### src/rtl/data_memory_responder_if.sv
// Load/store handshake bundle between a requester and the data memory responder.
// Read and write channels each use a four-phase valid/ready handshake.
interface data_memory_responder_if #(
  parameter int ADDR_BITS = 8,
  parameter int DATA_BITS = 8
);
  logic                 mem_read_valid;
  logic [ADDR_BITS-1:0] mem_read_addr;
  logic                 mem_read_ready;
  logic [DATA_BITS-1:0] mem_read_data;
  logic                 mem_write_valid;
  logic [ADDR_BITS-1:0] mem_write_addr;
  logic [DATA_BITS-1:0] mem_write_data;
  logic                 mem_write_ready;
  logic                 busy;

  modport master (
    output mem_read_valid, mem_read_addr,
    output mem_write_valid, mem_write_addr, mem_write_data,
    input  mem_read_ready, mem_read_data, mem_write_ready, busy
  );

  modport slave (
    input  mem_read_valid, mem_read_addr,
    input  mem_write_valid, mem_write_addr, mem_write_data,
    output mem_read_ready, mem_read_data, mem_write_ready, busy
  );
endinterface

### src/rtl/data_memory_responder.sv
// Single-port data memory answering read/write requests after a fixed latency,
// with read priority, abort on early valid drop and a four-phase ready handshake.
module data_memory_responder #(
  parameter int ADDR_BITS = 8,
  parameter int DATA_BITS = 8,
  parameter int LATENCY   = 2
) (
  input  logic                   clk,
  input  logic                   reset,
  data_memory_responder_if.slave bus
);

  localparam int         DEPTH    = 1 << ADDR_BITS;
  localparam logic [3:0] CNT_LOAD = 4'(LATENCY - 1);

  typedef enum logic [2:0] {
    IDLE,
    READ_WAIT,
    READ_DONE,
    WRITE_WAIT,
    WRITE_DONE
  } state_t;

  state_t               r_state;
  logic [3:0]           r_cnt;
  logic [ADDR_BITS-1:0] r_addr;
  logic [DATA_BITS-1:0] r_wdata;
  logic [DATA_BITS-1:0] r_rdata;
  logic                 r_rd_ready;
  logic                 r_wr_ready;
  logic                 r_busy;
  logic [DATA_BITS-1:0] r_mem [DEPTH];
  logic                 w_commit;

  assign w_commit = (r_state == WRITE_WAIT) && (r_cnt == '0) && bus.mem_write_valid;

  // Storage has no reset; gating on reset keeps an in-flight write from landing.
  always_ff @(posedge clk) begin
    if (reset && w_commit) begin
      r_mem[r_addr] <= r_wdata;
    end
  end

  always_ff @(posedge clk or negedge reset) begin
    if (!reset) begin
      r_state    <= IDLE;
      r_cnt      <= '0;
      r_addr     <= '0;
      r_wdata    <= '0;
      r_rdata    <= '0;
      r_rd_ready <= 1'b0;
      r_wr_ready <= 1'b0;
      r_busy     <= 1'b0;
    end else begin
      case (r_state)
        IDLE: begin
          if (bus.mem_read_valid) begin
            r_addr  <= bus.mem_read_addr;
            r_cnt   <= CNT_LOAD;
            r_busy  <= 1'b1;
            r_state <= READ_WAIT;
          end else if (bus.mem_write_valid) begin
            r_addr  <= bus.mem_write_addr;
            r_wdata <= bus.mem_write_data;
            r_cnt   <= CNT_LOAD;
            r_busy  <= 1'b1;
            r_state <= WRITE_WAIT;
          end
        end
        READ_WAIT: begin
          if (!bus.mem_read_valid) begin
            r_cnt   <= '0;
            r_busy  <= 1'b0;
            r_state <= IDLE;
          end else if (r_cnt == '0) begin
            r_rdata    <= r_mem[r_addr];
            r_rd_ready <= 1'b1;
            r_state    <= READ_DONE;
          end else begin
            r_cnt <= r_cnt - 4'd1;
          end
        end
        READ_DONE: begin
          if (!bus.mem_read_valid) begin
            r_rd_ready <= 1'b0;
            r_busy     <= 1'b0;
            r_state    <= IDLE;
          end
        end
        WRITE_WAIT: begin
          if (!bus.mem_write_valid) begin
            r_cnt   <= '0;
            r_busy  <= 1'b0;
            r_state <= IDLE;
          end else if (r_cnt == '0) begin
            r_wr_ready <= 1'b1;
            r_state    <= WRITE_DONE;
          end else begin
            r_cnt <= r_cnt - 4'd1;
          end
        end
        WRITE_DONE: begin
          if (!bus.mem_write_valid) begin
            r_wr_ready <= 1'b0;
            r_busy     <= 1'b0;
            r_state    <= IDLE;
          end
        end
        default: begin
          r_rd_ready <= 1'b0;
          r_wr_ready <= 1'b0;
          r_busy     <= 1'b0;
          r_state    <= IDLE;
        end
      endcase
    end
  end

  assign bus.mem_read_ready  = r_rd_ready;
  assign bus.mem_read_data   = r_rdata;
  assign bus.mem_write_ready = r_wr_ready;
  assign bus.busy            = r_busy;

endmodule

### src/flat_wrapper.sv
// flat-port wrapper written by rule: the top's interface ports become plain ports
module data_memory_responder_flat 
#(
  parameter int ADDR_BITS = 8,
  parameter int DATA_BITS = 8,
  parameter int LATENCY   = 2
)
  (clk, reset, bus_mem_read_valid, bus_mem_read_addr, bus_mem_write_valid, bus_mem_write_addr, bus_mem_write_data, bus_mem_read_ready, bus_mem_read_data, bus_mem_write_ready, bus_busy);
  data_memory_responder_if #(.ADDR_BITS(ADDR_BITS), .DATA_BITS(DATA_BITS)) bus_i ();
  input  logic clk;
  input  logic reset;
  input wire logic [$bits(bus_i.mem_read_valid)-1:0] bus_mem_read_valid;
  input wire logic [$bits(bus_i.mem_read_addr)-1:0] bus_mem_read_addr;
  input wire logic [$bits(bus_i.mem_write_valid)-1:0] bus_mem_write_valid;
  input wire logic [$bits(bus_i.mem_write_addr)-1:0] bus_mem_write_addr;
  input wire logic [$bits(bus_i.mem_write_data)-1:0] bus_mem_write_data;
  output wire logic [$bits(bus_i.mem_read_ready)-1:0] bus_mem_read_ready;
  output wire logic [$bits(bus_i.mem_read_data)-1:0] bus_mem_read_data;
  output wire logic [$bits(bus_i.mem_write_ready)-1:0] bus_mem_write_ready;
  output wire logic [$bits(bus_i.busy)-1:0] bus_busy;
  assign bus_i.mem_read_valid = bus_mem_read_valid;
  assign bus_i.mem_read_addr = bus_mem_read_addr;
  assign bus_i.mem_write_valid = bus_mem_write_valid;
  assign bus_i.mem_write_addr = bus_mem_write_addr;
  assign bus_i.mem_write_data = bus_mem_write_data;
  assign bus_mem_read_ready = bus_i.mem_read_ready;
  assign bus_mem_read_data = bus_i.mem_read_data;
  assign bus_mem_write_ready = bus_i.mem_write_ready;
  assign bus_busy = bus_i.busy;
  data_memory_responder #(.ADDR_BITS(ADDR_BITS), .DATA_BITS(DATA_BITS), .LATENCY(LATENCY)) u_core (.clk(clk), .reset(reset), .bus(bus_i));
endmodule
### config.mk
export PLATFORM = sky130hd
export DESIGN_NAME = data_memory_responder_flat
export DESIGN_NICKNAME = d
export VERILOG_FILES = /design/src/rtl/data_memory_responder_if.sv /design/src/rtl/data_memory_responder.sv /design/src/flat_wrapper.sv
export SDC_FILE = /design/constraint.sdc
export NUM_CORES = 2
export LEC_CHECK = 0
export CELL_PAD_IN_SITES_DETAIL_PLACEMENT = 1
export CELL_PAD_IN_SITES_GLOBAL_PLACEMENT = 1
export CORE_AREA = 8 8 408 410
export DETAILED_ROUTE_END_ITERATION = 12
export DIE_AREA = 0 0 416 418
export PLACE_DENSITY_LB_ADDON = 0.1
export SYNTH_ARGS = -nofsm -noshare
export SYNTH_HDL_FRONTEND = slang
export SYNTH_SLANG_ARGS = --single-unit
### constraint.sdc
create_clock -name clk -period 3.7 [get_ports clk]
set_input_delay 0.555 -clock clk [delete_from_list [all_inputs] [get_ports clk]]
set_output_delay 0.555 -clock clk [all_outputs]
set_load 0.005 [all_outputs]
==> impl_metrics.yaml <==
run_status:
  status: "complete, no violations"
global_route:
  grt_pass1_vias: 43300
  grt.total_usage: 0.252
  grt_first_pass_wirelength_um: 318000
  grt_max_degree: 113
  antenna_found_initial: 5
  overflow: 0
placement:
  place.gp.congestion: 0.843
  place_inst: 6311
  dp_hpwl_um: 145000
  port_buffers: 38
timing:
  clock_skew_ps: 56.2
  fmax_mhz: 275
  maxSlewHeadroom: 0.168
  hold_violations: 0
  period_share: 0.985
  report.final.slew_viol_count: 0
  worst_slew_pin_slew_ps: 1250
  setup_violations: 0
  layout_min_cycle_time_ps: 3640
  rsz0062_at_grt: "false"
  timing.hold.ws_ps: 330
clock_tree:
  cts_tree: "yes"
  htree_num_levels: 4
  clk_pin_slew_ps: 60
  postCtsSetupRepairBufs: 0
  clock_latency_ps: 870
  cts-root-buf: "clkbuf_16"
  clkSinkCount: 2082
  clk_path_buf_depth: 3
  cts_inserted_buffers: 207
pwr:
  power.density_nw_per_um2: 788
  p_leak_nw: 30.6
  ir_worst_vdd_uv: 769
yosys:
  syn_nets: 3945
  ys_ff_latch: 2082
  synthSimpleGateAreaFrac: 0.0305
  synth.distinct_cells: 63
  synth_compound_area_frac: 0.0323
  synth_adder_area_share: 0.000154
  synth_area_um2: 81100
  synth.area.mux_share: 0.150
  synth_top_flop_cell: "edfxtp_1"
  synth_top_family_by_area: "multiplexers"
  synthArstFlopShare: 0.0163
  ys_warn_count: 0
  yosysSeqAreaShare: 0.769
  synth_xor_area_frac: 0.000108
  syn_avg_cell_area_um2: 20.7
  syn_inst: 3916
  synth-edff-count: 2048
final_layout:
  layout_commonest_cell: "edfxtp_1"
  drive_gt1_frac: 0.280
  fillers: 13600
  final_nets: 4464
  mostFrequentLayoutCells: "edfxtp_1 (2048), buf_4 (451), mux4_2 (443)"
  fin_cells: 6701
  syn_to_final_growth_pct: 15.6
detailed_routing:
  drt_first_pass_iters: 5
  route.top_layer_used: "met5"
  wl_met3_um: 13500
  antenna_left: 0
  met2WireLength_um: 109000
  post_drt_wl_per_cell_um: 33.0
  met1_length_um: 91800
  vias: 41600
  route.detailed.drc: 0
  routed_via_density: 6.21
  drtIter0Drc: 4359
  wirelength_um: 221000
floorplan:
  core-area_um2: 160000
  initial_core_util: 0.508
  die_h_um: 418
  rows: 147
  dieArea_um2: 174000
  die_w_um: 416
  num_io_pins: 39
worst_setup_path:
  end_kind: "register"
  cp.required_ps: 4400
  critPathKind: "register to register"
  crit_fanout: 25
  cp-start-kind: "register"
  arrival_ps: 4340
hold_path:
  min-delay-path-class: "input port to register"
run:
  maxCapViolCount: 0
Yosys cell counts, drive strengths merged, types with 2 or more instances:
cell type     n  area, µm²
nor3         25        125
mux2         21        236
o22a         17        149
a21oi        55        275
o22ai        80        500
a21o          4       30.0
nand4         2       12.5
inv           9       33.8
nand3        28        140
o21ai        41        205
clkbuf       63        236
or3           9       56.3
o211ai        7       52.6
a211oi       11       82.6
a221oi       21        184
nor4          4       31.3
a22oi        63        473
a31oi        25        156
o32ai         2       17.5
or3b          3       26.3
or2           4       25.0
o221ai       23        201
and3          4       25.0
nor2b        12       82.6
dfrtp        34        851
and2         13       81.3
mux2i       160       1600
o2111ai       9       78.8
a22o          8       70.1
or4           2       15.0
a32oi         2       17.5
a311oi        4       35.0
buf         166       1230
nand4b        3       26.3
mux4        455      10300
edfxtp     2048      61500
nand2        81        304
nor3b         4       30.0
nand2b       15       93.8
a2bb2o        3       30.0
nor2        361       1360
nand3b        4       30.0
path summary, 6_finish.rpt:
kind / from / endpoint / slack, ps / cells past startpoint
worst min-delay path: bus_mem_write_data[0] / u_core.r_wdata[0] / 330 / 2
worst max register to register: u_core.r_addr[2] / u_core.bus.mem_read_data[4] / 60 / 8
max in group asynchronous: reset / u_core.r_addr[0] / 2890 / 3
min in group asynchronous: reset / u_core.bus.mem_read_data[7] / 360 / 3
worst max-delay path: u_core.r_addr[2] / u_core.bus.mem_read_data[4] / 60 / 8
worst min register to register: u_core.bus.mem_write_ready / u_core.bus.mem_write_ready / 550 / 1
power by group:
part | internal, mW | switching, mW | leakage [nW]
registers | 29.6 | 1.68 | 18.8
logic | 8.22 | 13.8 | 8.55
clock network | 11.5 | 9.08 | 3.23
total | 49.3 | 24.5 | 30.6
flip-flops by register name (all words and copies together), names as in the netlist:
| register | flops |
|---|---|
| u_core.r_mem | 2048 |
| u_core.r_cnt | 4 |
| u_core.r_state | 3 |
| u_core.bus.busy | 1 |
| u_core.bus.mem_read_data | 8 |
| u_core.bus.mem_write_ready | 1 |
| u_core.r_addr | 8 |
| u_core.bus.mem_read_ready | 1 |
| u_core.r_wdata | 8 |
through the flow:
step	TNS, ps	power, mW	area (µm²)	util	setup WS [ps]
global route	0	76.2	93800	0.587	30.1
detailed placement	-75.0	53.9	87100	0.545	-15.1
CTS	0	74.4	93800	0.587	3.04
floorplan	0	43.9	81100	-	754
global placement	0	53.5	87100	0.545	25.8
finish	0	73.9	93800	0.587	57.1
metal layers:
metal	up-vias	global-route usage
li1	17300	-
met1	22600	0.351
met2	1414	0.417
met3	329	0.0418
met4	2	0.0733
met5	-	0
critical path, stage by stage (launching register included):
cell and delay (ps):
dfrtp_2 680, nor2b_1 280, and2_1 470, buf_4 310
a22oi_1 230, o2111ai_1 360, a22o_1 360, a221oi_1 610
o22ai_1 170
timing repair:
action	4_1_cts	5_1_grt
endpoints found under the hold margin	34	0
setup endpoints to repair	0	507
hold buffers	1	0
resized for setup	0	4
logic make-up (layout without fill, tap and decap cells):
group,count (synthesis),count (layout)
AO/OA/AOI/OAI,382,382
XOR/XNOR,1,1
adder cells (fa/ha/maj),1,1
buffers and inverters,239,937
flip-flops,2082,2082
multiplexers,636,636
other,0,1
AND/OR/NAND/NOR,575,575
final cells by class:
type	instances	area, µm²	area share
antenna	1	2.50	0.0000267
clock buffer	256	5380	0.0574
clock inverter	132	1280	0.0136
inverter	10	37.5	0.000400
multi-input combinational	1595	17300	0.185
sequential	2082	62400	0.665
tap	2086	2610	0.0278
timing repair buffer	539	4750	0.0507
No activity file was read; power rests on OpenSTA's default activity.
